### src/rtl/press_pulse_gen.sv
// -----------------------------------------------------------------------------
// press_pulse_gen
//   Transmit side of the press/edge-detect interface. Each accepted single-cycle
//   request on trig becomes a level pulse on out: high for HIGH_CYCLES, then low
//   for at least LOW_CYCLES. That spacing lets a downstream 2-flop synchronizer
//   plus rising-edge detector see exactly one press per accepted request.
//
//   Optional feature, enabled by defining the macro PRESS_QUEUE_EN:
//     requests arriving while a press is in progress are held in a backlog
//     counter (up to MAX_PENDING) instead of being dropped. Without the macro
//     pending is tied to 0 and every request that arrives while busy is dropped.
// -----------------------------------------------------------------------------
module press_pulse_gen #(
  parameter int HIGH_CYCLES = 4,
  parameter int LOW_CYCLES  = 4,
  parameter int MAX_PENDING = 3,
  parameter int PEND_W      = $clog2(MAX_PENDING + 1)
) (
  input  logic              clk,
  input  logic              reset,    // asynchronous, active-low
  input  logic              trig,
  output logic              out,
  output logic              busy,
  output logic              dropped,
  output logic [PEND_W-1:0] pending
);

  // The timer is shared by both phases, so it must hold the longer one.
  localparam int TMAX = (HIGH_CYCLES > LOW_CYCLES) ? HIGH_CYCLES : LOW_CYCLES;
  localparam int TW   = (TMAX > 1) ? $clog2(TMAX) : 1;

  localparam logic [TW-1:0]     T_HIGH   = TW'(HIGH_CYCLES - 1);
  localparam logic [TW-1:0]     T_LOW    = TW'(LOW_CYCLES - 1);
  localparam logic [PEND_W-1:0] PEND_MAX = PEND_W'(MAX_PENDING);

  typedef enum logic [1:0] {
    ST_IDLE = 2'd0,
    ST_HIGH = 2'd1,
    ST_GAP  = 2'd2
  } state_e;

  state_e              state_q;
  logic [TW-1:0]       timer_q;
  logic                out_q;
  logic                busy_q;
  logic                dropped_q;
  logic [PEND_W-1:0]   pending_q;

  logic                gap_exit;
  logic                late_trig;

  // Decode the last GAP cycle and requests that arrive while a press runs.
  always_comb begin
    gap_exit  = (state_q == ST_GAP) && (timer_q == '0);
    // On the GAP-exit cycle a new request is taken directly, never as "late".
    late_trig = trig && (state_q != ST_IDLE) && !gap_exit;
  end

  // Press sequencer plus backlog / drop bookkeeping, all outputs registered.
  always_ff @(posedge clk or negedge reset) begin
    if (!reset) begin
      state_q   <= ST_IDLE;
      timer_q   <= '0;
      out_q     <= 1'b0;
      busy_q    <= 1'b0;
      dropped_q <= 1'b0;
      pending_q <= '0;
    end else begin
      // NOTE: non-blocking assignments so every register samples the
      // pre-edge values, independent of statement order.
      case (state_q)
        ST_IDLE: begin
          if (trig) begin
            state_q <= ST_HIGH;
            timer_q <= T_HIGH;
            out_q   <= 1'b1;
            busy_q  <= 1'b1;
          end
        end

        ST_HIGH: begin
          if (timer_q != '0) begin
            timer_q <= timer_q - TW'(1);
          end else begin
            state_q <= ST_GAP;
            timer_q <= T_LOW;
            out_q   <= 1'b0;
          end
        end

        ST_GAP: begin
          if (timer_q != '0) begin
            timer_q <= timer_q - TW'(1);
          end else if ((pending_q != '0) || trig) begin
            // Back-to-back press: no IDLE cycle, busy stays high.
            state_q <= ST_HIGH;
            timer_q <= T_HIGH;
            out_q   <= 1'b1;
          end else begin
            state_q <= ST_IDLE;
            busy_q  <= 1'b0;
          end
        end

        default: begin
          state_q <= ST_IDLE;
          timer_q <= '0;
          out_q   <= 1'b0;
          busy_q  <= 1'b0;
        end
      endcase

      // NOTE: default-then-override; a later non-blocking assignment to the
      // same register in this block wins, giving a one-cycle pulse.
      dropped_q <= 1'b0;

`ifdef PRESS_QUEUE_EN
      if (late_trig) begin
        if (pending_q < PEND_MAX) begin
          pending_q <= pending_q + PEND_W'(1);
        end else begin
          dropped_q <= 1'b1;
        end
      end else if (gap_exit && (pending_q != '0) && !trig) begin
        // Dequeue only; with trig also present the dequeue and the enqueue
        // cancel and the count holds.
        pending_q <= pending_q - PEND_W'(1);
      end
`else
      dropped_q <= late_trig;
`endif
    end
  end

  assign out     = out_q;
  assign busy    = busy_q;
  assign dropped = dropped_q;
  assign pending = pending_q;

endmodule

### config.mk
export PLATFORM = sky130hd
export DESIGN_NAME = press_pulse_gen
export DESIGN_NICKNAME = d
export VERILOG_FILES = /design/src/rtl/press_pulse_gen.sv
export SDC_FILE = /design/constraint.sdc
export NUM_CORES = 1
export LEC_CHECK = 0
export BUFFER_PORTS_ARGS = -buffer_cell sky130_fd_sc_hd__buf_2
export CORE_UTILIZATION = 30
export DETAILED_ROUTE_END_ITERATION = 8
export PLACE_DENSITY = 0.48
export SLEW_MARGIN = 20
export SYNTH_ARGS = -nofsm -noshare
export SYNTH_HDL_FRONTEND = slang
export SYNTH_SLANG_ARGS = --single-unit
### constraint.sdc
create_clock -name clk -period 4.66 [get_ports clk]
set_input_delay 0.932 -clock clk [delete_from_list [all_inputs] [get_ports clk]]
set_output_delay 0.932 -clock clk [all_outputs]
set_load 0.005 [all_outputs]
==> impl_metrics.ini, run 1 <==
[die]
start_util_pct = 31.9
fp.dieW_um = 42.0
fp-row-count = 14
die_h_um = 42.0
die_area_um2 = 1770
ios = 8
core_area_um2 = 1510

[synth]
syn_area_um2 = 480
synth-seq-cells = 7
ys_warn_count = 2
synth_cell_types = 22
synthCells = 44
ys_seq_area_share_pct = 36.5
avgSynthCellArea_um2 = 10.9

[worst_setup_path]
cp_num_buf_inv = 1
criticalPathCategory = reg2reg
worstPathRequired_ps = 4800
worstPathArrival_ps = 1840
slowest_stage = dfrtp_1
cp_cell_sequence = inv_1 > ha_1 > nor2b_4 > o21bai_4 > mux2_4
crit_path_start_kind = flip-flop
worst_path_largest_cell_delay_ps = 430
cp_top_family = flip-flops
end_kind = flip-flop
crit_path_max_fanout = 8

[grt]
track_usage_pct = 10.5
grt_pass1_vias = 301
antenna_found_initial = 0
gr-total-overflow = 0
grt_start_max_net_pins = 9
grt_pass1_wl_um = 1350

[drt]
drt-initial-drc-count = 2
detail-route-antenna-nets = 0
drc_errors = 0
wirelength_um = 737
firstDrtPassIters = 2
routedWlPerCell_um = 10.8
vias_per_cell = 4.53
vias = 308

[power_and_ir_drop]
p_leak_nw = 0.296
power_density_nw_per_um2 = 228
peakVddDrop_mv = 0.0574

[timing]
fin_crit_sh_pct = 36.6
fin_ws_ps = 2950
hold_viol_final = 0
setup_violations = 0
rsz0062_at_grt = false
fmax_mhz = 586
setup_tns_ps = 0
drv_slew = 0
fin_crit_ps = 1710
clock_skew_ps = 5.75

[placement]
pre_cts_slack_ps = 2880
gp_congestion = 0.668
numPortBuffers = 5
hpwl_um = 559

[final_layout]
final_cell_mix = ha_1, dfrtp_1, inv_1
diodes = 0
n_fill_cell = 157
final_nets = 64
final_common_cell = ha_1
area_growth_pct = 12.5
drive_above_1_share_pct = 25.0

[job]
drv_cap = 0

[clocking]
worstSkewPairLatency_ps = 260
cts_resized = 0
cts_buffers = 3
postCtsHoldBufs = 0
cts_setup_buffers = 0
h-tree-depth = 1
clock-root-buffer = clkbuf_4
clk_path_buf_depth = 2
path_clk_slew_ps = 60
clock_sinks = 7
cts_tree = done

[run_status]
outcome = finished, final reports clean

[hold_path]
hp-class = reg2reg
==> report_power, final <==
group	internal [mW]	total (mW)	leakage, nW	switching, mW
clock network	0.0329	0.0580	0.0150	0.0252
logic	0.00113	0.00387	0.201	0.00274
registers	0.0612	0.0613	0.0804	0.0000664
==> cells by family (layout without fill, tap and decap cells) <==
family | after synthesis | in the layout | share of synthesized area (%)
other cells | 1 | 2 | 0.781
flops | 7 | 7 | 36.5
buf+inv | 8 | 15 | 7.81
fa+ha+maj | 8 | 8 | 20.8
mux | 3 | 3 | 8.33
simple gates | 9 | 9 | 12.5
compound gates | 8 | 8 | 13.3
==> state kept, by name, indices dropped and copies added, names as in the netlist <==
signal,cells
timer_q,2
out,1
dropped,1
state_q,2
busy,1
==> Yosys cell counts, drive strengths merged <==
library cell	n	area share, %
dfrtp	7	36
a21oi	2	2.1
nor2b	2	4.2
ha	8	21
mux2	2	6.3
o21ai	1	1.0
o21bai	1	3.9
o32a	1	2.1
nand2	1	0.78
nor2	1	0.78
a31oi	1	1.3
conb	1	0.78
nor3b	2	3.1
a211oi	1	1.6
inv	6	4.7
buf	2	3.1
mux2i	1	2.1
nor3	1	1.0
nand2b	1	1.3
or2	1	1.3
o22ai	1	1.3
==> worst paths after layout <==
path / from / end / slack [ps] / depth (start not counted)
max: state_q[0] / out / 2950 / 5
min: busy / busy / 490 / 1
max reg2reg: state_q[0] / out / 2950 / 5
min reg2reg: busy / busy / 490 / 1
max in group asynchronous: reset / out / 4000 / 1
min in group asynchronous: reset / timer_q[0] / 500 / 1
==> metrics by stage <==
stage | cells | power, mW | cell area [µm²] | util [%] | hold slack, ps
6_report | 68 | 0.123 | 541 | 35.9 | 491
5_1_grt | 68 | 0.129 | 541 | 35.9 | 506
4_1_cts | 68 | 0.123 | 541 | 35.9 | 497
3_5_place_dp | 64 | 0.0665 | 514 | 34.1 | 484
3_3_place_gp | 64 | 0.0665 | 514 | 34.1 | 481
2_1_floorplan | 45 | 0.0646 | 484 | - | 455
==> metal layers <==
layer | routed length, µm | GRT usage [%] | up-vias
met2 | 326 | 14.7 | 8
met1 | 374 | 14.1 | 140
met5 | 0 | 0 | -
met4 | 15 | 7.50 | 0
met3 | 20 | 2.59 | 2
li1 | - | - | 158
==> worst register-to-register path: cells and delay by family (launching register included) <==
kind | cells | cell delay (ps)
DFF | 1 | 430
adders and majority gates | 1 | 330
muxes | 1 | 310
and+or+nand+nor | 1 | 220
buffers and inverters | 1 | 150
AOI/OAI and AO/OA | 1 | 150
==> area by class of cell <==
| cell class | instances | area (µm²) | area share, % |
|---|---|---|---|
| Inverter | 6 | 22.5 | 4.17 |
| Timing Repair Buffer | 5 | 25.0 | 4.63 |
| Multi-Input combinational cell | 30 | 272 | 50.2 |
| Sequential cell | 7 | 175 | 32.4 |
| Tap cell | 16 | 20.0 | 3.70 |
| Clock buffer | 4 | 26.3 | 4.86 |
No activity file was read; power rests on OpenSTA's default activity.
==> inputs of run 2 (changes only) <==
- clock period: 4.66 -> 1.6 ns (I/O delays scaled with it)
==> impl_metrics.ini, run 2 (synthesized netlist as in run 1, its figures left out) <==
[drt]
vias_per_cell = 4.42
firstDrtPassIters = 3
drt-initial-drc-count = 2
vias = 318
wirelength_um = 778
drc_errors = 0
detail-route-antenna-nets = 0
routedWlPerCell_um = 10.8

[final_layout]
top_regs = state_q: 2 flops, timer_q: 2 flops
final_nets = 68
final_cell_mix = ha_1, dfrtp_1, inv_1
drive_above_1_share_pct = 30.4
diodes = 0
area_growth_pct = 19.8
n_fill_cell = 153

[timing]
fin_crit_ps = 1480
fin_crit_sh_pct = 92.6
setup_tns_ps = 0
setup_violations = 0
drv_slew = 0
hold_viol_final = 0
rsz0062_at_grt = false
fmax_mhz = 675
clock_skew_ps = 2.36

[grt]
gr-total-overflow = 0
grt_pass1_wl_um = 1400
grt_start_max_net_pins = 8
grt_pass1_vias = 339
track_usage_pct = 11.2
antenna_found_initial = 0

[worst_setup_path]
cp_cell_sequence = inv_1 > ha_2 > nor2b_4 > o21bai_4 > mux2_4
slowest_stage = dfrtp_1
cp_top_family = flip-flops
worstPathRequired_ps = 1740
crit_path_max_fanout = 5
end_kind = flip-flop
cp_num_buf_inv = 1
criticalPathCategory = reg2reg
worstPathArrival_ps = 1620
worst_path_largest_cell_delay_ps = 380
crit_path_start_kind = flip-flop

[power_and_ir_drop]
p_total_mw = 0.361
peakVddDrop_mv = 0.149
power_density_nw_per_um2 = 627
p_leak_nw = 0.314

[job]
drv_cap = 0

[die]
core_area_um2 = 1510
die_area_um2 = 1770
start_util_pct = 31.9
ios = 8
die_h_um = 42.0
fp.dieW_um = 42.0
fp-row-count = 14

[clocking]
path_clk_slew_ps = 60
h-tree-depth = 1
cts_buffers = 3
clk_path_buf_depth = 2
clock_sinks = 7
worstSkewPairLatency_ps = 250
cts_setup_buffers = 0
clock-root-buffer = clkbuf_4
cts_tree = done

[placement]
gp_congestion = 0.666
numPortBuffers = 5
hpwl_um = 622

[hold_path]
hp-class = in2reg

[run_status]
outcome = finished, final reports clean
## run 2: cell types whose count changed in the layout (fill, tap and decap cells not counted), sizes merged
cell,change
dlygate4sd3,+1
buf,+3
## run 2: final timing paths
check | startpoint | cells after the start | to | slack (ps)
max in group asynchronous | reset | 2 | state_q[0] | 1010
hold reg to reg | busy | 1 | busy | 490
setup reg to reg | state_q[1] | 5 | state_q[1] | 120
min in group asynchronous | reset | 2 | busy | 430
hold / removal | trig | 3 | dropped | 360
setup / recovery | state_q[1] | 5 | state_q[1] | 120
## run 2: worst min-delay path, cell delays in order
cell and delay [ps]:
buf_2 140, inv_1 70, a211oi_1 40
## run 2: final cells by class
cell class	count	area (µm²)	share of cell area (%)
Clock buffer	4	26.3	4.57
Multi-Input combinational cell	30	274	47.6
Timing Repair Buffer	9	57.6	10.0
Tap cell	16	20.0	3.48
Inverter	6	22.5	3.91
Sequential cell	7	175	30.4
## run 2: per-layer routing
layer | wire length [µm] | vias to the layer above | track usage [%] | share of wire, %
met5 | 0 | - | 0 | 0
met4 | 24 | 0 | 9.38 | 3.1
met3 | 25 | 4 | 3.88 | 3.2
met2 | 359 | 9 | 16.3 | 46
met1 | 369 | 139 | 13.2 | 47
li1 | - | 166 | - | -
## run 2: power breakdown
| group | total, mW | leakage (nW) | internal (mW) | switching, mW |
|---|---|---|---|---|
| combinational | 0.0133 | 0.219 | 0.00487 | 0.00840 |
| sequential | 0.178 | 0.0804 | 0.178 | 0.000193 |
| clock | 0.169 | 0.0150 | 0.0957 | 0.0735 |
## run 2: metrics by stage
step                hold WS [ps]  std cells  setup slack, ps  utilization, %  cell area (µm²)
finish                       356         72              118            38.2              576
global route                 353         72             33.7            38.2              576
floorplan                   24.4         45             64.9               -              484
detailed placement           169         67             80.3            35.6              537
global placement             168         67             86.4            35.6              537
CTS                          352         72             68.3            38.0              573
## run 2: timing repair
action                                 in CTS  in global routing
resized for setup                           0                  1
setup endpoints to repair                   0                  2
hold buffers                                1                  0
endpoints found under the hold margin       7                  0
==> inputs of run 3 (changes only) <==
- CORE_AREA: not set -> 2 2 39 41
- CORE_UTILIZATION: 30 -> not set
- DIE_AREA: not set -> 0 0 41 43
- PLACE_DENSITY: 0.48 -> 0.55
==> impl_metrics.ini, run 3 (synthesized netlist as in run 1, its figures left out) <==
[worst_setup_path]
crit_path_start_kind = flip-flop
cp_num_buf_inv = 1
worstPathArrival_ps = 1630
crit_path_max_fanout = 6
cp_cell_sequence = inv_1 > ha_1 > nor2b_4 > o21bai_4 > mux2_4
worst_path_largest_cell_delay_ps = 440
slowest_stage = dfrtp_2
cp_top_family = flip-flops
criticalPathCategory = reg2reg
worstPathRequired_ps = 1730
end_kind = flip-flop

[drt]
detail-route-antenna-nets = 0
vias_per_cell = 4.62
firstDrtPassIters = 2
vias = 328
wirelength_um = 817
drt-initial-drc-count = 4
routedWlPerCell_um = 11.5
drc_errors = 0

[die]
start_util_pct = 34.7
fp.dieW_um = 41
die_area_um2 = 1760
core_area_um2 = 1380
fp-row-count = 14
die_h_um = 43
ios = 8

[placement]
hpwl_um = 632
gp_congestion = 0.753
numPortBuffers = 5
dp_cells = 66
placed_cell_area_um2 = 529
pre_cts_slack_ps = 84.3

[hold_path]
hp-class = in2reg

[clocking]
cts_buffers = 3
clock-root-buffer = clkbuf_4
h-tree-depth = 1
worstSkewPairLatency_ps = 250
cts_tree = done
clk_path_buf_depth = 2
path_clk_slew_ps = 50
clock_sinks = 7

[job]
drv_cap = 0

[final_layout]
final_cell_mix = ha_1, inv_1, dfrtp_1
final_common_cell = ha_1
diodes = 0
drive_above_1_share_pct = 29.1
layoutNonFillerInstCount = 71
area_growth_pct = 18.0
fin_area_um2 = 567
top_regs = state_q: 2 flops, timer_q: 2 flops
final_nets = 67
n_fill_cell = 143
fin_util_pct = 41.0

[timing]
clock_skew_ps = 2.55
drv_slew = 0
fmax_mhz = 668
rsz0062_at_grt = false
fin_ws_ps = 102
fin_crit_sh_pct = 93.6
setup_tns_ps = 0
hold_viol_final = 0
setup_violations = 0
fin_crit_ps = 1500

[run_status]
outcome = finished, final reports clean

[power_and_ir_drop]
peakVddDrop_mv = 0.305
p_leak_nw = 0.311
power_density_nw_per_um2 = 628

[grt]
track_usage_pct = 12.8
gr-total-overflow = 0
grt_start_max_net_pins = 8
antenna_found_initial = 0
grt_pass1_wl_um = 1430
grt_pass1_vias = 338
run 3: cell count changes in the layout (fill, tap and decap cells not counted), sizes merged:
cell / delta
buf: -1
run 3: path summary, 6_finish.rpt:
path                       startpoint    endpoint  slack, ps  cells past startpoint
min                              trig     dropped        370                      3
min in group asynchronous       reset  timer_q[0]        430                      2
max reg2reg                state_q[1]         out        100                      5
min reg2reg                timer_q[1]  timer_q[1]        490                      2
max in group asynchronous       reset  state_q[1]        990                      2
max                        state_q[1]         out        100                      5
run 3: tightest hold or removal path, stage by stage:
cell and delay, ps:
buf_2 140, inv_1 70, a211oi_1 50
run 3: cell type report:
type	instances	area (µm²)	area share [%]
sequential	7	176	31.1
multi-input combinational	30	272	47.9
tap	16	20.0	3.53
clock buffer	4	26.3	4.64
inverter	6	22.5	3.97
timing repair buffer	8	50.0	8.83
run 3: metrics by stage:
step | hold slack [ps] | power, mW
finish | 372 | 0.356
global route | 374 | 0.383
CTS | 362 | 0.367
detailed placement | 169 | 0.194
global placement | 164 | 0.194
floorplan | 24.4 | 0.188
run 3: report_power, final:
group	total (mW)	internal, mW	switching [mW]
logic	0.0136	0.00487	0.00877
clock network	0.163	0.0954	0.0680
registers	0.179	0.178	0.000276
run 3: routing by layer:
metal	track usage (%)	vias up	wire length [µm]
li1	-	164	-
met2	18.1	7	391
met4	12.0	0	14
met1	14.5	155	385
met3	3.14	2	26
met5	0	-	0
run 3: repair_timing:
action | CTS | global route
gates resized for setup | 0 | 1
hold buffers | 1 | 0
hold endpoints to repair | 7 | 0
endpoints found under the setup margin | 0 | 2
setup buffers | 0 | 0
